File: config.mk
export PLATFORM = sky130hd
export DESIGN_NAME = uart_rx_frame_ctrl
export DESIGN_NICKNAME = d
export VERILOG_FILES = /design/src/rtl/uart_pkg.sv /design/src/rtl/uart_rx_timeout.sv /design/src/rtl/uart_rx_frame_ctrl.sv
export SDC_FILE = /design/constraint.sdc
export NUM_CORES = 1
export LEC_CHECK = 0
export ABC_CLOCK_PERIOD_IN_PS = 2100
export CAP_MARGIN = 10
export CORE_MARGIN = 4
export CORE_UTILIZATION = 51
export CTS_CLUSTER_DIAMETER = 200
export DETAILED_ROUTE_END_ITERATION = 8
export PLACE_DENSITY = 0.74
export SLEW_MARGIN = 25
export SYNTH_ARGS = -nofsm -noshare
export SYNTH_HDL_FRONTEND = slang
export SYNTH_HIERARCHICAL = 1
export SYNTH_SLANG_ARGS = --single-unit
File: constraint.sdc
create_clock -name clk_i -period 2.1 [get_ports clk_i]
set_clock_uncertainty 0.1 [all_clocks]
set_input_delay 0.63 -clock clk_i [delete_from_list [all_inputs] [get_ports clk_i]]
set_output_delay 0.63 -clock clk_i [all_outputs]
set_load 0.01 [all_outputs]
File: src/rtl/uart_pkg.sv
// uart_pkg: shared constants, states and error codes for the UART receive frame path.
package uart_pkg;
    localparam logic [7:0] HEADER       = 8'hAA;
    localparam logic [7:0] CMD_SET_BAUD = 8'h01;
    localparam logic [7:0] BAUD_MIN     = 8'd0;
    localparam logic [7:0] BAUD_MAX     = 8'd4;
    localparam logic [1:0] ERR_CSUM     = 2'd0;
    localparam logic [1:0] ERR_LEN      = 2'd1;
    localparam logic [1:0] ERR_TIMEOUT  = 2'd2;
    localparam logic [1:0] ERR_BAUD     = 2'd3;
    typedef enum logic [2:0] {S_IDLE, S_CMD, S_LEN, S_PAYLOAD, S_CSUM} state_e;
endpackage

File: src/rtl/uart_rx_timeout.sv
// uart_rx_timeout: inter-byte cycle counter; expires at TIMEOUT_CYC-1 unless cleared that cycle.
module uart_rx_timeout #(
    parameter int TIMEOUT_CYC = 1_000_000
) (
    input  logic clk_i,
    input  logic rst_n_i,
    input  logic clear_i,
    input  logic enable_i,
    output logic expire_o
);
    localparam int W = $clog2(TIMEOUT_CYC);
    logic [W-1:0] cnt_q, cnt_d;
    assign expire_o = enable_i && !clear_i && cnt_q == W'(TIMEOUT_CYC - 1);
    assign cnt_d = (clear_i || !enable_i || expire_o) ? '0 : cnt_q + W'(1);
    always_ff @(posedge clk_i or negedge rst_n_i) begin
        if (!rst_n_i) cnt_q <= '0;
        else          cnt_q <= cnt_d;
    end
endmodule

File: src/rtl/uart_rx_frame_ctrl.sv
// uart_rx_frame_ctrl: parses AA/CMD/LEN/payload/CSUM frames, streams payload and
// applies baud-change commands only while the receiver is idle.
module uart_rx_frame_ctrl
    import uart_pkg::*;
#(
    parameter int MAX_LEN     = 16,
    parameter int TIMEOUT_CYC = 1_000_000
) (
    input  logic       clk_i,
    input  logic       rst_n_i,
    input  logic [7:0] rx_byte_i,
    input  logic       rx_done_i,
    input  logic       rx_state_i,
    output logic [2:0] baud_sel_o,
    output logic [7:0] data_o,
    output logic       data_vld_o,
    output logic [7:0] frame_cmd_o,
    output logic [7:0] frame_len_o,
    output logic       frame_ok_o,
    output logic       frame_err_o,
    output logic [1:0] err_code_o
);
    localparam int CW = $clog2(MAX_LEN + 1);
    state_e          state_q, state_d;
    logic [7:0]      cmd_q, cmd_d, len_q, len_d, sum_q, sum_d, data_q, data_d, arg_q, arg_d;
    logic [CW-1:0]   cnt_q, cnt_d;
    logic [2:0]      baud_q, baud_d, pend_q, pend_d;
    logic            pend_vld_q, pend_vld_d, vld_q, vld_d, ok_q, ok_d, err_q, err_d;
    logic [1:0]      code_q, code_d;
    logic            expire, is_baud;

    uart_rx_timeout #(.TIMEOUT_CYC(TIMEOUT_CYC)) u_timeout (
        .clk_i    (clk_i),
        .rst_n_i  (rst_n_i),
        .clear_i  (rx_done_i),
        .enable_i (state_q != S_IDLE),
        .expire_o (expire)
    );

    assign is_baud = cmd_q == CMD_SET_BAUD;

    always_comb begin
        state_d    = state_q;
        cmd_d      = cmd_q;
        len_d      = len_q;
        sum_d      = sum_q;
        data_d     = data_q;
        arg_d      = arg_q;
        cnt_d      = cnt_q;
        baud_d     = baud_q;
        pend_d     = pend_q;
        pend_vld_d = pend_vld_q;
        code_d     = code_q;
        vld_d      = 1'b0;
        ok_d       = 1'b0;
        err_d      = 1'b0;
        if (rx_done_i) begin
            case (state_q)
                S_IDLE: state_d = (rx_byte_i == HEADER) ? S_CMD : S_IDLE;
                S_CMD: begin
                    cmd_d   = rx_byte_i;
                    sum_d   = rx_byte_i;
                    state_d = S_LEN;
                end
                S_LEN: begin
                    len_d = rx_byte_i;
                    sum_d = sum_q + rx_byte_i;
                    cnt_d = CW'(rx_byte_i);
                    if (int'(rx_byte_i) > MAX_LEN || (is_baud && rx_byte_i != 8'd1)) begin
                        err_d   = 1'b1;
                        code_d  = ERR_LEN;
                        state_d = S_IDLE;
                    end else begin
                        state_d = (rx_byte_i == 8'd0) ? S_CSUM : S_PAYLOAD;
                    end
                end
                S_PAYLOAD: begin
                    sum_d   = sum_q + rx_byte_i;
                    cnt_d   = cnt_q - CW'(1);
                    state_d = (cnt_q == CW'(1)) ? S_CSUM : S_PAYLOAD;
                    arg_d   = is_baud ? rx_byte_i : arg_q;
                    data_d  = is_baud ? data_q : rx_byte_i;
                    vld_d   = !is_baud;
                end
                S_CSUM: begin
                    state_d = S_IDLE;
                    if (rx_byte_i != sum_q) begin
                        err_d  = 1'b1;
                        code_d = ERR_CSUM;
                    end else if (is_baud && (arg_q > BAUD_MAX || arg_q < BAUD_MIN)) begin
                        err_d  = 1'b1;
                        code_d = ERR_BAUD;
                    end else begin
                        ok_d       = 1'b1;
                        pend_d     = is_baud ? arg_q[2:0] : pend_q;
                        pend_vld_d = pend_vld_q || is_baud;
                    end
                end
                default: state_d = S_IDLE;
            endcase
        end else if (expire) begin
            err_d   = 1'b1;
            code_d  = ERR_TIMEOUT;
            state_d = S_IDLE;
        end
        // Blocking on ok_q keeps the baud switch at least two cycles behind Frame_ok.
        if (pend_vld_q && !ok_q && !rx_state_i && !rx_done_i) begin
            baud_d     = pend_q;
            pend_vld_d = 1'b0;
        end
    end

    always_ff @(posedge clk_i or negedge rst_n_i) begin
        if (!rst_n_i) begin
            state_q    <= S_IDLE;
            cmd_q      <= '0;
            len_q      <= '0;
            sum_q      <= '0;
            data_q     <= '0;
            arg_q      <= '0;
            cnt_q      <= '0;
            baud_q     <= '0;
            pend_q     <= '0;
            pend_vld_q <= 1'b0;
            code_q     <= '0;
            vld_q      <= 1'b0;
            ok_q       <= 1'b0;
            err_q      <= 1'b0;
        end else begin
            state_q    <= state_d;
            cmd_q      <= cmd_d;
            len_q      <= len_d;
            sum_q      <= sum_d;
            data_q     <= data_d;
            arg_q      <= arg_d;
            cnt_q      <= cnt_d;
            baud_q     <= baud_d;
            pend_q     <= pend_d;
            pend_vld_q <= pend_vld_d;
            code_q     <= code_d;
            vld_q      <= vld_d;
            ok_q       <= ok_d;
            err_q      <= err_d;
        end
    end

    assign baud_sel_o  = baud_q;
    assign data_o      = data_q;
    assign data_vld_o  = vld_q;
    assign frame_cmd_o = cmd_q;
    assign frame_len_o = len_q;
    assign frame_ok_o  = ok_q;
    assign frame_err_o = err_q;
    assign err_code_o  = code_q;
endmodule

### After elaboration in Yosys (flattened, before gate mapping)

Index checks and enable logic that the tools add are counted.
Widths: inputs -> output; s select.

| word-level totals | value |
|---|---|
| flip-flop bits (word level) | 80 |
| bits in latches | 0 |
| RAM bits | 0 |
| ROM bits | 0 |
| input port bits | 12 |
| output and inout port bits | 32 |
| word-level logic and storage cells | 107 |
| memories kept | 0 |

| operators by class | value |
|---|---|
| add/sub/neg operators | 3 |
| multipliers | 0 |
| div/mod/pow operators | 0 |
| $lt $le $gt $ge | 3 |
| equal/unequal tests | 15 |
| shifts and indexed selects | 0 |
| muxes and demuxes | 33 |
| bitwise operators | 3 |
| reduce and logical (&&, ||, !) cells | 35 |

Operators with widths:

| cell | count |
|---|---|
| $add 20x1->20 const B | 1 |
| $eq 20x20->1 const B | 1 |
| $mux 20 | 1 |
| $mux 1 | 17 |
| $pmux 8 s2 | 1 |
| $mux 3 | 5 |
| $pmux 3 s4 | 1 |
| $mux 2 | 5 |
| $pmux 5 s2 | 1 |
| $reduce_bool 2->1 | 5 |
| $add 8x8->8 | 1 |
| $eq 8x1->1 const B | 1 |
| $eq 8x8->1 const B | 1 |
| $gt 8x3->1 const B | 1 |
| $gt 8x5->1 const B | 1 |
| $logic_not 8->1 | 1 |
| $lt 8x1->1 const B | 1 |
| $ne 8x1->1 const B | 1 |
| $ne 8x8->1 | 1 |
| $reduce_and 2->1 | 4 |
| $reduce_and 4->1 | 2 |
| $logic_and 1x1->1 | 7 |
| $eq 3x2->1 const B | 2 |
| $reduce_and 3->1 | 2 |
| 17 further kinds | 28 |

### Longest topological paths before layout

Gate-level depths: netlist (run 1).

| depth | value |
|---|---|
| word-level depth | 8 |
| mapped depth | 8 |
| gate-level depth less buffers | 8 |

### By module

Netlist (run 1), hierarchy kept.

Modules (own cells, without submodules):

| module | instances | cells each | area an instance (um^2) | sequential area each (um^2) |
|---|---|---|---|---|
| uart_rx_frame_ctrl | 1 | 289 | 3067.9 | 1501.4 |
| uart_rx_timeout | 1 | 109 | 1027.2 | 500.5 |

### Worst setup path after synthesis (run 1)

No wires, ideal clock.

| path | value |
|---|---|
| path kind | input port to flip-flop |
| from | in rx_byte_i[4] |
| to | reg pend_q[0] |
| setup time | 0.125 ns |
| data arrival time | 2.102 ns |
| data required time | 1.875 ns |
| slack | -0.226 ns |
| cell stages on the path | 5 |
| buffers on the path | 0 |
| path through | ha_1 -> nor4_2 -> nand3_2 -> nor4b_4 -> mux2_2 |

| between the ends | value |
|---|---|
| word-level cells in the longest chain between the ends | 3 |

Ends and longest elaborated chain:

| element | line | RTL |
|---|---|---|
| from (decl) | uart_rx_frame_ctrl.sv:11 | `input logic [7:0] rx_byte_i,` |
| $ne 8x8->1 | uart_rx_frame_ctrl.sv:87 | `if (rx_byte_i != sum_q) begin` |
| $not 1->1 (no line) | -- |  |
| $reduce_and 5->1 (no line) | -- |  |
| to (signal assigned) | uart_rx_frame_ctrl.sv:138 | `pend_q <= pend_d;` |
| to (decl) | uart_rx_frame_ctrl.sv:27 | `logic [2:0] baud_q, baud_d, pend_q, pend_d;` |

Every way passes these cells.
A chain may end at the register's enable or synchronous reset.

### Worst setup path after layout (run 1)

| path | value |
|---|---|
| from | in rx_byte_i[5] |
| to | reg pend_q[0] |

Same word-level chain as after synthesis.

==> flow_metrics.tcl, run 1 <==
set metrics [dict create \
    hold_slack_ns 0.0985 \
    grt_pass1_wl_um 17200 \
    yosys-top-cells-count "dfrtp_1 (80), nand2_1 (45), nor2_1 (33), mux2_2 (29), a21oi_1 (19)" \
    synth_area_per_cell_sq_um 10.3 \
    vias_per_cell 5.61 \
    area_delta_synth_final_pct 35.4 \
    status "finished, violations left" \
    clkSinkCount 80 \
    holdCritPathClass "input port to async pin" \
    hold_violations 0 \
    timing.rr.end "pend_q[0]$_DFFE_PN0P_" \
    p_leak_nw 2.48 \
    syn-instance-count 398 \
    final_area_sq_um 5540 \
    vias 3463 \
    grt_usage 0.222 \
    startpoint_type "input port" \
    yosysUniqueCellTypes 60 \
    post-place-cells 593 \
    drcViolationCount 0 \
    antenna_left 0 \
    worstMarginPinSlew_ns 0.426 \
    die_x_um 97.6 \
    max_freq_mhz 475 \
    numCtsBuffers 9 \
    cp-end-kind "flip-flop" \
    required_ns 2.24 \
    crit_start "rx_byte_i[5]" \
    syn-num-nets 421 \
    worst_slew_margin_rel 0.716 \
    synth_compound_area_frac 0.113 \
    coreArea_sq_um 7770 \
    antenna_found_initial 0 \
    grt_pass1_vias 3594 \
    num_rows 32 \
    yosysMostFrequentCell "dfrtp_1" \
    start_util 0.527 \
    yosys.area_share.simple 0.220 \
    synth_top_family_by_area "simple AND/OR/NAND/NOR gates" \
    cp_slowest_cell "mux2_4" \
    die_area_sq_um 9530 \
    place_area_sq_um 5230 \
    fp.dieH_um 97.6 \
    cts.hold.buffers_added 0 \
    htree_num_levels 3 \
    cp.arrival_ns 2.25 \
    ys_ff_latch 80 \
    numPortBuffers 43 \
    ios 44 \
    drt-total-wl_um 10400 \
    drt_iter0_markers 161 \
    drv_cap 0 \
    yosys-top-cells-area "dfrtp_1 (49%), mux2_2 (8.0%), nand2_1 (4.1%)" \
    netlist_area_sq_um 4100 \
    slew_viol_final 0 \
    ys_warn_count 6 \
    diodes 0 \
    cpPeakStageDelay_ns 0.30 \
    drive_above_1_share 0.320 \
    yosys.area_share.xor_xnor 0.0278 \
    globalRoute.totalOverflow 0 \
    rr_worst_depth 6 \
    netlist.area_leader.share 0.489 \
    rrSetupSlack_ns 0.01 \
    cp_max_fo 4 \
    cts_buffer_depth 2 \
    cts_tree "done" \
    path_cells "dlygate4sd2_1, ha_4, nor3_2, nand3_2, nor4b_4, buf_4, mux2_4" \
    vdd_ir_drop_max_mv 0.442 \
    synth-adder-area-share 0.0354 \
    insertion_delay_ns 0.36 \
    final_net_count 533 \
    fin_util 0.714 \
    routabilityCongestion 0.874 \
    rsz0062_at_grt "yes" \
    post-route-min-period_ns 2.10 \
    period_share 1.00 \
    grt_start_max_net_pins 38 \
    setup_viol_count_final 1 \
    fin_tns_setup_ns -0.00334 \
    fin_ws_ns -0.00334 \
    async_flop_share 1.00 \
    finalNonFillerCells 617 \
    p_per_area_nw_per_um2 581 \
    r2r-start "sum_q[4]$_DFFE_PN0P_" \
    synth_area_leader_cell "dfrtp_1" \
    hpwlAfterDp_um 7330 \
    synthFlopType "dfrtp_1" \
    firstDrtPassIters 4 \
    clk_pin_slew_ns 0.09 \
    synth_seq_area_share 0.489 \
    violations "setup timing" \
    root_buffer "clkbuf_8" \
    muxShareOfSynthArea 0.0871 \
    crit_type "input port to flip-flop" \
    synth_edf_count 0 \
    wl_per_cell_um 16.8 \
]
-- per-stage QoR --
| stage | total power, mW | setup WS (ns) |
|---|---|---|
| floorplan | 1.91 | -0.115 |
| global placement | 2.14 | -0.657 |
| detailed placement | 2.15 | -0.747 |
| CTS | 3.21 | 0.00195 |
| global route | 3.37 | -0.0735 |
| finish | 3.22 | -0.00334 |
-- state kept, by name (all words and copies together), names as in the netlist --
register / cells
u_timeout/cnt_q: 20
arg_q: 8
data_o: 8
frame_cmd_o: 8
frame_len_o: 8
sum_q: 8
cnt_q: 5
baud_sel_o: 3
pend_q: 3
state_q: 3
err_code_o: 2
data_vld_o: 1
frame_err_o: 1
frame_ok_o: 1
pend_vld_q: 1
-- power breakdown --
part / total [mW] / switching (mW) / internal, mW
clock: 1.06 / 0.620 / 0.444
sequential: 1.64 / 0.0481 / 1.59
combinational: 0.518 / 0.253 / 0.265
total: 3.22 / 0.922 / 2.30
-- cells by family (layout without fill, tap and decap cells) --
kind of cell    Yosys count  after routing
xor+xnor                 13             13
mux                      32             32
simple gates            164            165
compound gates           70             70
fa+ha+maj                11             11
flops                    80             80
buf+inv                  28            144
-- worst max-delay path, delay by kind of cell --
kind / cells / cell delay [ns]
AND/OR/NAND/NOR: 3 / 0.60
buffers and inverters: 2 / 0.45
multiplexers: 1 / 0.30
adder cells (fa/ha/maj): 1 / 0.26
-- how the worst max path moves through the flow --
stage                        endpoint  slack, ns  cells past startpoint
2_1_floorplan   pend_q[0]$_DFFE_PN0P_      -0.12                      5
3_3_place_gp    pend_q[0]$_DFFE_PN0P_      -0.66                      7
3_5_place_dp     sum_q[6]$_DFFE_PN0P_      -0.75                      9
4_1_cts        state_q[0]$_DFFE_PN0N_      0.002                      7
5_1_grt        state_q[0]$_DFFE_PN0N_      -0.07                      7
6_report        pend_q[0]$_DFFE_PN0P_     -0.003                      7
-- repair_timing --
action	in CTS	in global routing
buffers inserted	4	3
pin swaps	10	12
endpoints found under the setup margin	34	28
cloned	0	1
resized for setup	16	21
endpoints found under the hold margin	0	0
-- final cells by class --
class,count,area [sq um]
clock buffer,9,124
clock inverter,7,55.1
fill,571,2220
inverter,12,45.0
multi-input combinational,291,2200
sequential,80,2000
tap,102,128
timing repair buffer,116,992
-- layout by cell type (no fill, tap or decap), types with 4 or more instances in the layout --
| master | synthesis | routed |
|---|---|---|
| a21oi_1 | 19 | 19 |
| buf_4 | 0 | 71 |
| clkbuf_8 | 0 | 9 |
| clkdlybuf4s50_1 | 0 | 33 |
| dfrtp_1 | 80 | 80 |
| ha_4 | 0 | 7 |
| inv_1 | 12 | 12 |
| mux2_2 | 29 | 26 |
| nand2_1 | 45 | 44 |
| nand2b_1 | 4 | 4 |
| nand3_1 | 10 | 10 |
| nand3_2 | 5 | 5 |
| nand4_1 | 4 | 4 |
| nor2_1 | 33 | 31 |
| nor2b_1 | 5 | 4 |
| nor3_1 | 12 | 10 |
| nor4_1 | 8 | 7 |
| nor4b_1 | 5 | 4 |
| o21ai_0 | 18 | 17 |
| or3_1 | 8 | 7 |
| or4_1 | 5 | 4 |
| xnor2_1 | 10 | 10 |
-- routing by layer --
| layer | GRT usage | wire (um) | share of wire |
|---|---|---|---|
| met4 | 0.102 | 201 | 0.019 |
| met5 | 0 | 0 | 0 |
| met1 | 0.286 | 4480 | 0.43 |
| met2 | 0.353 | 5060 | 0.49 |
| met3 | 0.0531 | 611 | 0.059 |
Power figures use the tool's default switching activity.
==> inputs of run 2 (changes only) <==
--- a/config.mk
+++ b/config.mk
@@ -11,9 +11,10 @@
 export CORE_UTILIZATION = 51
 export CTS_CLUSTER_DIAMETER = 200
 export DETAILED_ROUTE_END_ITERATION = 8
-export PLACE_DENSITY = 0.74
+export PLACE_DENSITY_LB_ADDON = 0.12
 export SLEW_MARGIN = 25
 export SYNTH_ARGS = -nofsm -noshare
 export SYNTH_HDL_FRONTEND = slang
 export SYNTH_HIERARCHICAL = 1
 export SYNTH_SLANG_ARGS = --single-unit
+export TNS_END_PERCENT = 100
==> flow_metrics.tcl, run 2 (synthesis results as in run 1) <==
set metrics [dict create \
    status "complete, no violations" \
    clk_pin_slew_ns 0.08 \
    drt-total-wl_um 10100 \
    coreArea_sq_um 7770 \
    period_share 0.987 \
    insertion_delay_ns 0.35 \
    start_util 0.527 \
    final_cell_mix "dfrtp_1 (80), buf_4 (74), nand2_1 (45)" \
    worstMarginPinSlew_ns 0.448 \
    drcViolationCount 0 \
    slew_viol_final 0 \
    final_net_count 533 \
    diodes 0 \
    max_freq_mhz 483 \
    antenna_left 0 \
    largest-register "u_timeout/cnt_q" \
    largest_reg_flops 20 \
    p_per_area_nw_per_um2 617 \
    vias_per_cell 5.57 \
    cts_tree "done" \
    drt_iter0_markers 146 \
    crit_type "input port to flip-flop" \
    cp.arrival_ns 2.20 \
    cp-end-kind "flip-flop" \
    firstDrtPassIters 4 \
    cp_max_fo 4 \
    vdd_ir_drop_max_mv 0.376 \
    vias 3437 \
    hold_violations 0 \
    hpwlAfterDp_um 7250 \
    routabilityCongestion 0.868 \
    fin_ws_ns 0.0281 \
    die_area_sq_um 9530 \
    numPortBuffers 43 \
    antenna_found_initial 0 \
    layout_commonest_cell "dfrtp_1" \
    fin_util 0.716 \
    required_ns 2.23 \
    area_delta_synth_final_pct 35.8 \
    pre_cts_slack_ns -0.716 \
    htree_num_levels 3 \
    drive_above_1_share 0.309 \
    globalRoute.totalOverflow 0 \
    cts_buffer_depth 2 \
    holdCritPathClass "input port to async pin" \
    ios 44 \
    rr_worst_depth 6 \
    wl_per_cell_um 16.4 \
    setup_viol_count_final 0 \
    grt_usage 0.217 \
    grt_pass1_vias 3483 \
    die_x_um 97.6 \
    drv_cap 0 \
    clkSinkCount 80 \
    fp.dieH_um 97.6 \
    grt_pass1_wl_um 16800 \
    p_leak_nw 2.49 \
    post-route-min-period_ns 2.07 \
    startpoint_type "input port" \
    num_rows 32 \
    grt_start_max_net_pins 38 \
    root_buffer "clkbuf_8" \
    worst_slew_margin_rel 0.697 \
    numCtsBuffers 9 \
]
run 2: area by class of cell:
type                    instances  area [sq um]
fillers                       593          2210
clock inverters                 6          91.3
flip-flops and latches         80          2000
well taps                     102           128
inverters                      12          45.0
repair buffers                117           981
multi-input cells             290          2180
clock buffers                  10           138
run 2: through the flow:
stage	TNS, ns	instances	power [mW]	area, sq um	hold WS (ns)
after floorplan	-0.346	398	1.91	4230	0.234
after global placement	-19.58	592	2.14	5220	0.360
after detailed placement	-20.37	592	2.15	5220	0.367
after CTS	-0.00642	614	3.43	5490	0.0880
after global routing	-0.00394	617	3.60	5560	0.101
final	0	617	3.43	5560	0.0869
run 2: critical path, stage by stage:
cell and delay [ns]:
clkdlybuf4s50_1 0.45, xnor2_1 0.23, nand3_2 0.14, nor4b_4 0.28
buf_4 0.18, mux2_4 0.29
run 2: timing repair:
action                                 CTS  global route
endpoints found under the hold margin    0             0
hold buffers                             0             0
pin swaps                                7             9
gates resized for setup                 12            18
setup buffers                            6             3
setup endpoints to repair               35            11
run 2: path summary, 6_finish.rpt:
path	start	endpoint	slack, ns
worst max register to register	sum_q[6]$_DFFE_PN0P_	pend_q[1]$_DFFE_PN0P_	0.07
worst min register to register	frame_len_o[7]$_DFFE_PN0P_	frame_len_o[7]$_DFFE_PN0P_	0.38
worst max-delay path	rx_byte_i[7]	pend_q[1]$_DFFE_PN0P_	0.03
max in group asynchronous	rst_n_i	state_q[0]$_DFFE_PN0N_	1.24
worst min-delay path	rst_n_i	pend_vld_q$_DFFE_PN0P_	0.09
min in group clk_i	frame_len_o[7]$_DFFE_PN0P_	frame_len_o[7]$_DFFE_PN0P_	0.38
run 2: power by group:
part / internal, mW / switching (mW)
sequential: 1.59 / 0.0479
combinational: 0.260 / 0.251
clock: 0.708 / 0.572
total: 2.56 / 0.871
run 2: routing by layer:
layer  wire [um]  vias to the layer above  part of all wire  global-route usage
met3         417                        9             0.041              0.0546
met5           0                        -                 0                   0
li1            -                     1660                 -                   -
met2        4990                       73              0.49               0.367
met4          95                        0            0.0094              0.0532
met1        4600                     1695              0.46               0.279
==> inputs of run 3 (changes only) <==
--- a/config.mk
+++ b/config.mk
@@ -9,6 +9,7 @@
 export CAP_MARGIN = 10
 export CORE_MARGIN = 4
 export CORE_UTILIZATION = 51
+export CTS_BUF_LIST = sky130_fd_sc_hd__clkbuf_16
 export CTS_CLUSTER_DIAMETER = 200
 export DETAILED_ROUTE_END_ITERATION = 8
 export PLACE_DENSITY_LB_ADDON = 0.12
==> flow_metrics.tcl, run 3 (synthesis results as in run 1) <==
set metrics [dict create \
    cpPeakStageDelay_ns 0.57 \
    final_cell_mix "dfrtp_1 (80), buf_4 (76), nand2_1 (45)" \
    required_ns 1.37 \
    vias_per_cell 5.54 \
    worstPathBufferInverterCount 1 \
    numCtsBuffers 9 \
    die_area_sq_um 9530 \
    period_share 0.975 \
    firstDrtPassIters 4 \
    holdCritPathClass "input port to async pin" \
    drcViolationCount 0 \
    root_buffer "clkbuf_16" \
    path_cells "clkdlybuf4s50_1" \
    p_comb_frac 0.136 \
    num_rows 32 \
    wl_per_cell_um 16.7 \
    cp.arrival_ns 1.32 \
    hold_slack_ns 0.107 \
    crit_type "flip-flop to output port" \
    grt_start_max_net_pins 38 \
    grt_pass1_wl_um 16900 \
    layout_commonest_cell "dfrtp_1" \
    power_mw 3.84 \
    cp_slowest_cell "clkdlybuf4s50_1" \
    vdd_ir_drop_max_mv 0.437 \
    grt_pass1_vias 3532 \
    antenna_left 0 \
    place_area_sq_um 5220 \
    crit_family "buffers and inverters" \
    worst-path-stages 1 \
    p_leak_nw 2.54 \
    status "complete, no violations" \
    fillers 573 \
    diodes 0 \
    hpwlAfterDp_um 7250 \
    grt_usage 0.219 \
    final_area_sq_um 5680 \
    clkSinkCount 80 \
    cts.hold.buffers_added 0 \
    area_delta_synth_final_pct 38.7 \
    p_per_area_nw_per_um2 676 \
    drt-total-wl_um 10300 \
    worstMarginPinSlew_ns 0.438 \
    insertion_delay_ns 0.34 \
    intPower_mw 2.90 \
    start_util 0.527 \
    globalRoute.totalOverflow 0 \
    routabilityCongestion 0.868 \
    numPortBuffers 43 \
    post-place-cells 592 \
    pre_cts_slack_ns -0.716 \
    hold_violations 0 \
    largest-register "u_timeout/cnt_q" \
    largest_reg_flops 20 \
    cts_tree "done" \
    ios 44 \
    slew_viol_final 0 \
    post-route-min-period_ns 2.05 \
    finalNonFillerCells 619 \
    setup_viol_count_final 0 \
    rr_worst_depth 6 \
    htree_num_levels 3 \
    antenna_found_initial 0 \
    die_x_um 97.6 \
    drt_iter0_markers 133 \
    cp_max_fo 3 \
    cp-end-kind "output port" \
    drive_above_1_share 0.321 \
    drv_cap 0 \
    fp.dieH_um 97.6 \
    cts_buffer_depth 2 \
    fin_ws_ns 0.0527 \
    worst_slew_margin_rel 0.704 \
    vias 3431 \
    swShare 0.244 \
    coreArea_sq_um 7770 \
    clockPowerShare 0.437 \
    clk_pin_slew_ns 0.06 \
    final_net_count 535 \
    max_freq_mhz 488 \
    startpoint_type "flip-flop" \
    switchingPower_mw 0.937 \
    sequentialPowerShare 0.428 \
]
[run 3: cell count changes in the layout (fill, tap and decap cells not counted), sizes merged]
cell,delta
buf,+3
clkdlybuf4s15,-3
clkinv,+1
clkbuf,+1
[run 3: repair_timing]
item	in CTS	in global routing
endpoints found under the setup margin	38	10
resized for setup	14	25
buffers inserted	6	5
pin swaps	7	13
[run 3: final cells by class]
class                      instances  area [sq um]  share of cell area
clock buffer                       9           225              0.0397
timing repair buffer             119           987               0.174
sequential                        80          2000               0.353
inverter                          12          45.0             0.00793
clock inverter                     7          95.1              0.0167
multi-input combinational        290          2200               0.387
tap                              102           128              0.0225
[run 3: stage by stage]
| step | util | setup TNS, ns |
|---|---|---|
| after global routing | 0.731 | -0.0113 |
| after floorplan | - | -0.346 |
| after detailed placement | 0.672 | -20.37 |
| final | 0.731 | 0 |
| after global placement | 0.672 | -19.58 |
| after CTS | 0.719 | -0.0135 |
[run 3: layer usage]
layer | part of all wire | global-route usage
met5 | 0 | 0
met2 | 0.49 | 0.380
met3 | 0.039 | 0.0395
met1 | 0.45 | 0.274
met4 | 0.015 | 0.0745
[run 3: worst paths after layout]
path | startpoint | end | slack, ns
hold reg to reg | frame_len_o[7]$_DFFE_PN0P_ | frame_len_o[7]$_DFFE_PN0P_ | 0.37
max in group asynchronous | rst_n_i | state_q[0]$_DFFE_PN0N_ | 1.23
hold / removal | rst_n_i | u_timeout/cnt_q[3]$_DFF_PN0_ | 0.11
setup reg to reg | sum_q[6]$_DFFE_PN0P_ | pend_q[1]$_DFFE_PN0P_ | 0.08
setup / recovery | frame_cmd_o[7]$_DFFE_PN0P_ | frame_cmd_o[7] | 0.05
min in group clk_i | frame_len_o[7]$_DFFE_PN0P_ | frame_len_o[7]$_DFFE_PN0P_ | 0.37
[run 3: power groups by stage]
stage	clock network [mW]	registers (mW)	logic [mW]
final	1.68	1.64	0.521
after global routing	1.76	1.65	0.564
after CTS	1.70	1.64	0.480
after detailed placement	0	1.67	0.481
after global placement	0	1.67	0.470
after floorplan	0	1.67	0.236
==> variant 1 (config.mk and constraints of run 1) <==
Register the inputs `rx_done_i` and `rx_state_i` before use. The logic sees them one clock later. The other inputs are not delayed to match.
--- a/src/rtl/uart_rx_frame_ctrl.sv
+++ b/src/rtl/uart_rx_frame_ctrl.sv
@@ -21,6 +21,15 @@
     output logic [1:0] err_code_o
 );
     localparam int CW = $clog2(MAX_LEN + 1);
+
+    logic rx_done_q;
+    logic rx_state_q;
+
+    always_ff @(posedge clk_i) begin
+        rx_done_q  <= rx_done_i;
+        rx_state_q <= rx_state_i;
+    end
+
     state_e          state_q, state_d;
     logic [7:0]      cmd_q, cmd_d, len_q, len_d, sum_q, sum_d, data_q, data_d, arg_q, arg_d;
     logic [CW-1:0]   cnt_q, cnt_d;
@@ -32,7 +41,7 @@
     uart_rx_timeout #(.TIMEOUT_CYC(TIMEOUT_CYC)) u_timeout (
         .clk_i    (clk_i),
         .rst_n_i  (rst_n_i),
-        .clear_i  (rx_done_i),
+        .clear_i  (rx_done_q),
         .enable_i (state_q != S_IDLE),
         .expire_o (expire)
     );
@@ -54,7 +63,7 @@
         vld_d      = 1'b0;
         ok_d       = 1'b0;
         err_d      = 1'b0;
-        if (rx_done_i) begin
+        if (rx_done_q) begin
             case (state_q)
                 S_IDLE: state_d = (rx_byte_i == HEADER) ? S_CMD : S_IDLE;
                 S_CMD: begin
@@ -104,7 +113,7 @@
             state_d = S_IDLE;
         end
         // Blocking on ok_q keeps the baud switch at least two cycles behind Frame_ok.
-        if (pend_vld_q && !ok_q && !rx_state_i && !rx_done_i) begin
+        if (pend_vld_q && !ok_q && !rx_state_q && !rx_done_q) begin
             baud_d     = pend_q;
             pend_vld_d = 1'b0;
         end
Formal check against the unedited RTL: not equivalent (a bounded check fails within 4 cycles, from zero or initial values and one cycle with rst_n_i low).
==> variant 1 against run 1 <==
- the run still ends with negative setup slack left
- sequential cell count rose by 2
- design area fell by 1.8%
- synthesized area increased by 0.98%
- wire length is 2.2% lower
- power grew 18%
- setup slack worse by 0.011 ns
- worst hold slack got worse by 0.021 ns
- critical endpoint is now sum_q[7]
- largest cell class unchanged
- highest routed layer unchanged
==> variant 1: results (changes against run 1) <==
- The number of clock sinks is 82 (+2.5%).
- The share of synthesized flip-flops with an asynchronous set or reset is 97.6% (-2.4 points).
- The number of cells in the design after placement is 578 (-2.5%).
- The post-layout instance count excluding filler cells is 600 (-2.8%).
- The slack of the critical path is -0.0145 ns (-0.0112 ns).
- The placed cell area is 0.00514 mm2 (-1.7%).
- The initial detailed-routing violation count is 159 (-1.2%).
- The unique cell type count in the Yosys netlist is 61 (+1.7%).
- The count of plain and timing-repair buffers was 98 (-16%).
- The worst slack after detailed placement came to -0.742 ns (+0.00522 ns).
- The via count of the first global-routing pass is 3458 (-3.8%).
- The cell area power density was 699 mW/mm2 (+20%).
- The worst IR drop on VDD is 0.000467 V (+5.7%).
- The post-detailed-route via-to-cell ratio is 5.67 (+1.1%).
- Relative to the synthesized area, the layout overhead comes to 31.6%.
- The layout filler cell count is 607 (+6.3%).
- The sequential cell area in the final layout is 0.00204 mm2 (+2.0%).
- The share of total power in combinational logic is 21.1% (+5.0 points).
- The final-report setup violation count came to 1 (unchanged).
- The final-stage net count was 516 (-3.2%).
- The relative contribution of sequential cells to total power is 47.3% (-3.6 points).
- The leakage component of the power is 2.43 nW (-2.1%).
- The total area of multi-input combinational cells is 0.00216 mm2 (-1.8%).
- The multi-input combinational cell count was 290 (-0.34%).
- The clock network area share is 3.82% (+0.59 points).
- The fraction of final layout cells with drive strength greater than 1 was 27.7% (-4.3 points).
- The average detailed-routed wire length per instance is 16.9 um (+0.61%).
- The final reports fail on negative setup slack.
- The cell type of the slowest stage on the worst timing path is sky130_fd_sc_hd__a2111oi_2.
- The post-synthesis average cell area was 10.3 um2 (+0.47%).
- The run finished, with violations left.
- The headroom to the max-slew limit is 67.8% (-3.8 points).
- The portion of the post-synthesis area used by sequential elements is 49.4% (+0.49 points).
[variant 1: cell types whose count changed after synthesis]
cell and delta:
sky130_fd_sc_hd__dfxtp_1 +2
[variant 1: metal layers]
layer / routed length, um / GRT usage (%) / vias up
met5: 0 / 0 / -
met4: 74 / 5.75 / 0
met3: 497 / 5.00 / 7
met2: 5070 / 36.2 / 73
met1: 4490 / 29.8 / 1696
li1: - / - / 1627
[variant 1: what timing repair did]
item,4_1_cts,5_1_grt
buffers inserted,2,4
endpoints found under the setup margin,15,21
resized for setup,14,13
hold endpoints to repair,0,0
pin swaps,5,9
cloned,0,0
[variant 1: worst paths after layout]
check / endpoint / cells past startpoint / start / slack [ns]
setup / recovery: sum_q[7] / 7 / rx_byte_i[1] / -0.01
hold / removal: state_q[1] / 1 / rst_n_i / 0.08
setup reg to reg: state_q[0] / 7 / u_timeout/cnt_q[1] / 0.05
hold reg to reg: frame_len_o[4] / 2 / frame_len_o[4] / 0.39
max in group asynchronous: err_code_o[1] / 2 / rst_n_i / 1.26
min in group clk_i: frame_len_o[4] / 2 / frame_len_o[4] / 0.39
[variant 1: logic make-up (layout without fill, tap and decap cells)]
kind of cell / Yosys count / count (layout) / share of synthesized area, %
buffers and inverters: 28 / 126 / 2.75
AO/OA/AOI/OAI: 70 / 70 / 11.2
flip-flops: 82 / 82 / 49.4
multiplexers: 32 / 32 / 8.62
AND/OR/NAND/NOR: 164 / 164 / 21.8
adder cells (fa/ha/maj): 11 / 11 / 3.51
XOR/XNOR: 13 / 13 / 2.75
[variant 1: worst max-delay path, delay by kind of cell]
kind / cells / cell delay, ns
compound gates: 2 / 0.59
fa+ha+maj: 1 / 0.26
buf+inv: 1 / 0.24
simple gates: 3 / 0.53
==> variant 2 (settings of run 1) <==
Without the edit above. `TIMEOUT_CYC` is set to 1_000_000 in 2 places; all go to 500_000.
--- a/src/rtl/uart_rx_timeout.sv
+++ b/src/rtl/uart_rx_timeout.sv
@@ -1,6 +1,6 @@
 // uart_rx_timeout: inter-byte cycle counter; expires at TIMEOUT_CYC-1 unless cleared that cycle.
 module uart_rx_timeout #(
-    parameter int TIMEOUT_CYC = 1_000_000
+    parameter int TIMEOUT_CYC = 500_000
 ) (
     input  logic clk_i,
     input  logic rst_n_i,
--- a/src/rtl/uart_rx_frame_ctrl.sv
+++ b/src/rtl/uart_rx_frame_ctrl.sv
@@ -4,7 +4,7 @@
     import uart_pkg::*;
 #(
     parameter int MAX_LEN     = 16,
-    parameter int TIMEOUT_CYC = 1_000_000
+    parameter int TIMEOUT_CYC = 500_000
 ) (
     input  logic       clk_i,
     input  logic       rst_n_i,
Behaviour: same outputs for any inputs over 4 cycles, from zero or initial values and one cycle with rst_n_i low; that may be too few to reach the edited logic, so the function may still have changed.
==> variant 2 against run 1 <==
- largest power group unchanged
- wire length increased by 1.8%
- sequential cell count decreased by 1
- synthesized cell count decreased by 2.0%
- die area decreased by 1.6%
- setup slack got worse by 0.13 ns
- global-route usage decreased by 0.54 points
- the run still ends with negative setup slack left
- synthesized area decreased by 1.7%
- design area decreased by 0.77%
- power increased by 1.0%
- final cell count decreased by 1.5%
- sequential share of layout area decreased by 0.18 points
==> variant 2: results (changes against run 1) <==
- The clock network area share came to 3.46% (+0.23 points).
- The placer congestion estimate is 0.873 (-0.13%).
- The number of buffers inserted by post-CTS setup repair is 2 (-2).
- The portion of the post-synthesis area used by sequential elements came to 49.1% (+0.24 points).
- The checks that failed: negative setup slack.
- The via count of the first global-routing pass is 3491 (-2.9%).
- The slew of the pin with the lowest slew margin is 0.396 ns (-0.0304 ns).
- In this run the critical register-to-register path is launched from sum_q[0].
- The slack of the critical path is -0.130 ns (-0.126 ns).
- The met2 wire length is 5320 um (+5.2%).
- The detailed-routing wirelength on met1 came to 4570 um (+1.9%).
- The complex-gate fraction of the synthesized area came to 11.0% (-0.30 points).
- The all-layer global routing usage is 21.6% (-0.54 points).
- The register share of the cell area is 35.9% (-0.18 points).
- The area share of the leading cell type in the synthesized netlist is 49.1% (+0.24 points).
- The multi-input combinational cell count was 285 (-2.1%).
- The part of the power in the clock network is 33.7% (+0.7 points).
- The accumulated negative setup slack was -0.380 ns (-0.377 ns).
- The number of clock-tree buffers in the layout was 10 (+1).
- The worst endpoint data arrival time is 2.36 ns (+0.11 ns).
- The cell area power density is 591 mW/mm2 (+1.8%).
- Yosys attributes the largest share of cell area to sky130_fd_sc_hd__dfrtp_1 (49%), sky130_fd_sc_hd__mux2_2 (8.1%), sky130_fd_sc_hd__nand2_1 (4.3%).
- The run finished, with violations left.
- The end point of the critical path is pend_q[2].
- The initial detailed-routing violation count came to 155 (-3.7%).
- The number of cells in the design after placement is 582 (-1.9%).
- The synthesized-area fraction occupied by adder cells is 3.61% (+0.063 points).
- The post-detailed-route via-to-cell ratio is 5.73 (+2.1%).
- The average detailed-routed wire length per instance was 17.3 um (+3.3%).
- The post-synthesis average cell area came to 10.3 um2 (+0.27%).
- The mux cell area share after synthesis came to 8.86% (+0.15 points).
- The layout buffering overhead excluding clock cells is 18.0% (+0.093 points).
- The fraction of final layout cells with drive strength greater than 1 came to 32.2% (+0.17 points).
- The wire length on met3 was 573 um (-6.2%).
- The placed wire-length estimate after detailed placement is 7180 um (-2.0%).
- The power in combinational cells is 0.536 mW (+3%).
- The number of flip-flops in the largest register came to 19 (-5.0%).
- The total area of multi-input combinational cells is 0.00218 mm2 (-1.0%).
- The count of plain and timing-repair buffers was 115 (-0.86%).
- The post-layout instance count excluding filler cells is 608 (-1.5%).
- The count of inverters other than clock inverters in the layout is 11 (-1).
- The met3 capacity usage during global routing is 4.33% (-0.99 points).
- The global routing usage on met2 is 36.5% (+1.1 points).
- The fraction of synthesized cell area in xor and xnor cells came to 2.83% (+0.049 points).
- The met1 track demand over resource was 28.9% (+0.27 points).
- The worst setup path startpoint is rx_byte_i[7].
- The net switching fraction of the power was 28.6% (about the same).
- The final-report setup violation count is 3 (+2).
- The setup slack on the worst flop-to-flop path is -0.01 ns (-0.02 ns).
- The global-route wire length before repair is 16700 um (-2.5%).
variant 2: changes by cell type after synthesis, sizes merged, moves of 2 or more:
| cell | change |
|---|---|
| nand3 | -2 |
| or4 | -3 |
| nor4 | -2 |
| or2 | -2 |
| and4 | +2 |
| o31ai | -2 |
| nor4b | +3 |
variant 2: per-stage QoR:
step           utilization, %  worst slack, ns  cell area [um2]
5_1_grt                  71.6           -0.180             5500
3_3_place_gp             66.8           -0.694             5130
2_1_floorplan               -           -0.115             4150
4_1_cts                  69.6          0.00376             5350
6_report                 71.6           -0.130             5500
3_5_place_dp             66.8           -0.747             5130
variant 2: worst max-delay path, cell delays in order:
cell,delay [ns]
sky130_fd_sc_hd__clkdlybuf4s50_1,0.46
sky130_fd_sc_hd__xnor2_1,0.30
sky130_fd_sc_hd__nand3_2,0.21
sky130_fd_sc_hd__nor4b_4,0.28
sky130_fd_sc_hd__buf_4,0.18
sky130_fd_sc_hd__mux2_4,0.30
